`config.mk`:
```
export PLATFORM = sky130hd
export DESIGN_NAME = incline_cond_flat
export DESIGN_NICKNAME = d
export VERILOG_FILES = /design/src/rtl/incline_pkg.sv /design/src/rtl/incline_cond_if.sv /design/src/rtl/incline_window.sv /design/src/rtl/incline_cond.sv /design/src/flat_wrapper.sv
export SDC_FILE = /design/constraint.sdc
export NUM_CORES = 1
export LEC_CHECK = 0
export ABC_AREA = 1
export ABC_CLOCK_PERIOD_IN_PS = 5600
export CAP_MARGIN = 20
export CORE_UTILIZATION = 60
export DETAILED_ROUTE_END_ITERATION = 8
export PLACE_DENSITY = 0.85
export SLEW_MARGIN = 25
export SYNTH_ARGS = -nofsm -noshare
export SYNTH_HDL_FRONTEND = slang
export SYNTH_SLANG_ARGS = --single-unit
```
`constraint.sdc`:
```
create_clock -name clk -period 5.6 [get_ports clk]
set_input_delay 1.12 -clock clk [delete_from_list [all_inputs] [get_ports clk]]
set_output_delay 1.12 -clock clk [all_outputs]
set_load 0.005 [all_outputs]
```
`src/rtl/incline_pkg.sv`:
```
// Shared types, saturation limits and the saturate helper for the incline conditioner.
package incline_pkg;

    typedef enum logic [1:0] {
        FLAT    = 2'd0,
        CLIMB   = 2'd1,
        DESCEND = 2'd2
    } hill_t;

    localparam logic signed [9:0] SAT_MAX = 10'sd511;
    localparam logic signed [9:0] SAT_MIN = -10'sd512;

    function automatic logic signed [9:0] saturate(input logic signed [12:0] x);
        if (x > 13'sd511)
            return SAT_MAX;
        else if (x < -13'sd512)
            return SAT_MIN;
        else
            return x[9:0];
    endfunction

endpackage

```
`src/rtl/incline_cond_if.sv`:
```
// Sample/average bus between the inertial interface, the conditioner and the motor stage.
interface incline_cond_if;
    logic signed [12:0] incline;
    logic               vld;
    logic               flush;
    logic signed [9:0]  avg_incline;
    logic               avg_vld;
    logic               climb;
    logic               descend;

    modport master (
        output incline, vld, flush,
        input  avg_incline, avg_vld, climb, descend
    );

    modport slave (
        input  incline, vld, flush,
        output avg_incline, avg_vld, climb, descend
    );
endinterface

```
`src/rtl/incline_window.sv`:
```
// Circular sample window with running sum; exposes the post-write sum and a full flag.
module incline_window
    import incline_pkg::*;
#(
    parameter int WIN_LOG2 = 2
) (
    input  logic                         clk,
    input  logic                         rst,
    input  logic                         i_vld,
    input  logic                         i_flush,
    input  logic signed [9:0]            i_sat,
    output logic signed [10+WIN_LOG2-1:0] o_sum_next,
    output logic                         o_full_next
);
    localparam int DEPTH = 1 << WIN_LOG2;
    localparam int SW    = 10 + WIN_LOG2;
    localparam logic [WIN_LOG2:0] FILL_FULL = (WIN_LOG2 + 1)'(DEPTH);

    logic signed [9:0]    r_buf [DEPTH];
    logic [WIN_LOG2-1:0]  r_wr_ptr;
    logic [WIN_LOG2:0]    r_fill;
    logic signed [SW-1:0] r_sum;

    logic                 w_write;
    logic [WIN_LOG2:0]    w_fill_next;

    assign w_write     = i_vld && !i_flush;
    assign o_sum_next  = r_sum + SW'(i_sat) - SW'(r_buf[r_wr_ptr]);
    assign w_fill_next = (r_fill == FILL_FULL) ? r_fill : r_fill + 1'b1;
    assign o_full_next = w_write && (w_fill_next == FILL_FULL);

    always_ff @(posedge clk) begin
        // NOTE: the buffer is cleared on reset/flush because the running sum subtracts the evicted entry.
        if (rst || i_flush) begin
            for (int i = 0; i < DEPTH; i++)
                r_buf[i] <= '0;
            r_wr_ptr <= '0;
            r_fill   <= '0;
            r_sum    <= '0;
        end else if (w_write) begin
            r_buf[r_wr_ptr] <= i_sat;
            r_wr_ptr        <= r_wr_ptr + 1'b1;
            r_fill          <= w_fill_next;
            r_sum           <= o_sum_next;
        end
    end

endmodule

```
`src/rtl/incline_cond.sv`:
```
// Incline conditioner: saturate, window-average and classify the slope with hysteresis.
module incline_cond
    import incline_pkg::*;
#(
    parameter int               WIN_LOG2  = 2,
    parameter logic signed [9:0] CLIMB_ON  = 10'sd100,
    parameter logic signed [9:0] CLIMB_OFF = 10'sd60,
    parameter logic signed [9:0] DESC_ON   = -10'sd100,
    parameter logic signed [9:0] DESC_OFF  = -10'sd60
) (
    input  logic          clk,
    input  logic          rst,
    incline_cond_if.slave bus
);
    localparam logic [1:0] S_FLAT    = FLAT;
    localparam logic [1:0] S_CLIMB   = CLIMB;
    localparam logic [1:0] S_DESCEND = DESCEND;

    logic signed [9:0]            w_sat;
    logic signed [10+WIN_LOG2-1:0] w_sum_next;
    logic                         w_full_next;
    logic [1:0]                   w_state_next;

    logic signed [9:0]            r_avg;
    logic                         r_avg_vld;
    logic [1:0]                   r_state;

    assign w_sat = saturate(bus.incline);

    incline_window #(.WIN_LOG2(WIN_LOG2)) u_window (
        .clk        (clk),
        .rst        (rst),
        .i_vld      (bus.vld),
        .i_flush    (bus.flush),
        .i_sat      (w_sat),
        .o_sum_next (w_sum_next),
        .o_full_next(w_full_next)
    );

    // Arithmetic shift gives the floored average, also for negative sums.
    always_ff @(posedge clk) begin
        if (rst) begin
            r_avg     <= '0;
            r_avg_vld <= 1'b0;
        end else begin
            r_avg_vld <= w_full_next;
            if (w_full_next)
                r_avg <= 10'(w_sum_next >>> WIN_LOG2);
        end
    end

    always_comb begin
        // NOTE: default first so every path assigns the next state and no latch is inferred.
        w_state_next = r_state;
        if (r_avg_vld) begin
            case (r_state)
                S_FLAT: begin
                    if (r_avg >= CLIMB_ON)     w_state_next = S_CLIMB;
                    else if (r_avg <= DESC_ON) w_state_next = S_DESCEND;
                end
                S_CLIMB: begin
                    if (r_avg <= DESC_ON)        w_state_next = S_DESCEND;
                    else if (r_avg < CLIMB_OFF)  w_state_next = S_FLAT;
                end
                S_DESCEND: begin
                    if (r_avg >= CLIMB_ON)       w_state_next = S_CLIMB;
                    else if (r_avg > DESC_OFF)   w_state_next = S_FLAT;
                end
                default: w_state_next = S_FLAT;
            endcase
        end
    end

    always_ff @(posedge clk) begin
        if (rst || bus.flush)
            r_state <= S_FLAT;
        else
            r_state <= w_state_next;
    end

    assign bus.avg_incline = r_avg;
    assign bus.avg_vld     = r_avg_vld;
    assign bus.climb       = (r_state == S_CLIMB);
    assign bus.descend     = (r_state == S_DESCEND);

endmodule

```
`src/flat_wrapper.sv`:
```
// flat-port wrapper written by rule: the top's interface ports become plain ports
module incline_cond_flat import incline_pkg::*;
#(
    parameter int               WIN_LOG2  = 2,
    parameter logic signed [9:0] CLIMB_ON  = 10'sd100,
    parameter logic signed [9:0] CLIMB_OFF = 10'sd60,
    parameter logic signed [9:0] DESC_ON   = -10'sd100,
    parameter logic signed [9:0] DESC_OFF  = -10'sd60
)
  (clk, rst, bus_incline, bus_vld, bus_flush, bus_avg_incline, bus_avg_vld, bus_climb, bus_descend);
  incline_cond_if bus_i ();
  input  logic clk;
  input  logic rst;
  input wire logic [$bits(bus_i.incline)-1:0] bus_incline;
  input wire logic [$bits(bus_i.vld)-1:0] bus_vld;
  input wire logic [$bits(bus_i.flush)-1:0] bus_flush;
  output wire logic [$bits(bus_i.avg_incline)-1:0] bus_avg_incline;
  output wire logic [$bits(bus_i.avg_vld)-1:0] bus_avg_vld;
  output wire logic [$bits(bus_i.climb)-1:0] bus_climb;
  output wire logic [$bits(bus_i.descend)-1:0] bus_descend;
  assign bus_i.incline = bus_incline;
  assign bus_i.vld = bus_vld;
  assign bus_i.flush = bus_flush;
  assign bus_avg_incline = bus_i.avg_incline;
  assign bus_avg_vld = bus_i.avg_vld;
  assign bus_climb = bus_i.climb;
  assign bus_descend = bus_i.descend;
  incline_cond #(.WIN_LOG2(WIN_LOG2), .CLIMB_ON(CLIMB_ON), .CLIMB_OFF(CLIMB_OFF), .DESC_ON(DESC_ON), .DESC_OFF(DESC_OFF)) u_core (.clk(clk), .rst(rst), .bus(bus_i));
endmodule
```
==> impl_metrics.ini <==
[logic_synthesis]
synth_area_um2 = 4150
synth_edf_count = 40
synth_area_per_cell_um2 = 8.10
ys_ff_latch = 72
synth_cells = 512
yosysWarnings = 0
synthArstFlopShare = 0
yosysUniqueCellTypes = 30
ys.flop_type = edfxtp_1
yosysSeqAreaShare = 0.444
synth_nets = 555

[global_route]
grt_pass1_wl_um = 15300
grt_max_degree = 22
antenna_found_initial = 0
grt_overflow = 0
first_global_vias = 3367
grtUsageTotal = 0.280

[sta]
skew_ns = 0.00795
fmax_mhz = 230
timing.hold.ws_ns = 0.481
tightestPinTransition_ns = 0.889
setup_tns_ns = 0
finalSetupViolations = 0
max_slew_margin = 0.405
hold_viol = 0
finalCritPeriodShare = 0.777
drv_slew = 0
rsz0062_at_grt = no
period_minus_slack_ns = 4.35

[power]
p_clk_frac = 0.297
switching_power_w = 0.000503
seqPwrFrac = 0.408
comb_power_share = 0.295
pwr_density_cell_nw_per_um2 = 318
p_leak_nw = 2.11
switching_share = 0.340
power.internal_w = 0.000977
peakVddDrop_v = 0.000157

[finish]
final_cell_mix = nand2_1 (126), nor2_1 (84), inv_1 (77)
diodes = 0
final_common_cell = nand2_1
area_delta_synth_final_pct = 12.4
final_nets = 582
drive_gt1_frac = 0.0496

[worst_hold_path]
min_to = u_core.u_window.r_sum[8]
hold_depth = 2
hold_path_class = reg2reg
hp-start = u_core.u_window.r_sum[8]

[clock_tree]
numCtsBuffers = 9
clock-sinks = 72
path_clk_slew_ns = 0.08
cts_resized = 0
tritoncts = yes
clock_path_buffers = 2
htree_levels = 3
clock_latency_ns = 0.35
clockRootBuffer = clkbuf_8
post_cts_buffers = 0
holdBufCountCts = 0

[place]
io_buffers = 29
dp_hpwl_um = 6830
gp_congestion = 0.878

[worst_setup_path]
end_kind = flop
worstPathArrival_ns = 4.61
crit_path_start_kind = input port
rrSetupSlack_ns = 1.93
reg2reg_to = u_core.bus.avg_incline[4]
crit_type = in2reg
worstPathMaxFanout = 9
cp.required_ns = 5.86
reg2reg_depth = 14

[floorplanning]
row_count = 29
ios = 30
start_util = 0.638
die_w_um = 85.1
fp.dieH_um = 85.1
coreArea_um2 = 6490
die-area_um2 = 7250

[route]
via_per_inst = 5.55
ant_nets = 0
remaining_drc_errors = 0
dr.pass1.iters = 5
drt-total-wl_um = 9310
vias = 3449
dr.first_iter.drc_count = 282
routedWlPerCell_um = 15.0

[flow_run]
drv_cap = 0

[outcome]
status = completed
==> registers in the layout, summed over array words and instances (netlist names), named ones only <==
name and count:
u_core.u_window.r_buf 40, u_core.bus.avg_incline 10, u_core.u_window.r_wr_ptr 2, u_core.bus.avg_vld 1, u_core.u_window.r_fill 3, u_core.u_window.r_sum 12
u_core.r_state 2
==> worst max-delay path: stages <==
cell and delay (ns):
clkdlybuf4s50_1 0.45, inv_1 0.05, a31oi_1 0.62, o21ai_0 0.37, inv_1 0.16, fa_1 0.44
ha_1 0.39, nand2_1 0.12, nand3_1 0.20, a21oi_1 0.27, xor2_1 0.21, nand2_1 0.08
nand2_1 0.08, inv_1 0.04
==> per-stage QoR <==
step / cells / util / total power (W) / worst slack, ns / area (um2)
floorplan: 512 / - / 0.000938 / 1.99 / 4150
global placement: 605 / 0.684 / 0.00103 / 1.10 / 4450
detailed placement: 605 / 0.684 / 0.00104 / 0.963 / 4450
CTS: 621 / 0.717 / 0.00148 / 1.32 / 4660
global route: 621 / 0.717 / 0.00156 / 0.987 / 4660
finish: 621 / 0.717 / 0.00148 / 1.25 / 4660
==> routing by layer <==
layer  global-route usage  share of wire  wire length, um  vias to the layer above
li1                     -              -                -                     1695
met1                0.370           0.44             4110                     1600
met2                0.444           0.47             4350                      128
met3               0.0389          0.059              554                       26
met4                0.165          0.033              303                        0
met5                    0              0                0                        -
==> worst max path at each step <==
stage                          startpoint                   endpoint  cells after the start
final                     bus_incline[11]  u_core.bus.avg_incline[3]                     14
after global routing      bus_incline[11]  u_core.bus.avg_incline[3]                     14
after CTS                 bus_incline[11]  u_core.bus.avg_incline[3]                     14
after detailed placement  bus_incline[11]  u_core.bus.avg_incline[3]                     14
after global placement    bus_incline[10]  u_core.bus.avg_incline[3]                     14
after floorplan           bus_incline[10]  u_core.bus.avg_incline[4]                     13
==> power by group through the flow <==
stage          Clock, W  Combinational, W  Sequential (W)
2_1_floorplan         0          0.000328        0.000610
3_3_place_gp          0          0.000416        0.000615
3_5_place_dp          0          0.000423        0.000616
4_1_cts        0.000443          0.000428        0.000604
5_1_grt        0.000460          0.000497        0.000608
6_report       0.000440          0.000436        0.000604
==> Yosys cell counts (all sizes together), types with 2 or more instances <==
| master | count | area, um2 |
|---|---|---|
| xnor2 | 3 | 26.3 |
| nor2 | 89 | 384 |
| nand3 | 20 | 100 |
| nand2 | 129 | 492 |
| o21bai | 3 | 22.5 |
| o22ai | 4 | 25.0 |
| a31oi | 2 | 12.5 |
| inv | 79 | 304 |
| fa | 11 | 220 |
| dfxtp | 32 | 641 |
| a21oi | 23 | 115 |
| nand4 | 5 | 31.3 |
| clkbuf | 7 | 26.3 |
| ha | 15 | 188 |
| o21ai | 26 | 130 |
| edfxtp | 40 | 1200 |
| xor2 | 5 | 43.8 |
| buf | 6 | 61.3 |
| a32o | 8 | 80.1 |
| a22o | 2 | 17.5 |
==> cell families (layout without fill, tap and decap cells) <==
kind of cell / count (synthesis) / count (layout) / synth area share
simple gates: 243 / 243 / 0.243
fa+ha+maj: 26 / 26 / 0.0984
xor+xnor: 8 / 8 / 0.0169
compound gates: 70 / 70 / 0.102
flops: 72 / 72 / 0.444
buf+inv: 93 / 125 / 0.0954
==> area by class of cell <==
| cell class | count | area (um2) |
|---|---|---|
| Clock buffer | 11 | 151 |
| Clock inverter | 5 | 62.6 |
| Fill cell | 506 | 1840 |
| Inverter | 80 | 308 |
| Multi-Input combinational cell | 347 | 1910 |
| Sequential cell | 72 | 1840 |
| Tap cell | 77 | 96.3 |
| Timing Repair Buffer | 29 | 290 |
(Power assumes the default switching activity.)
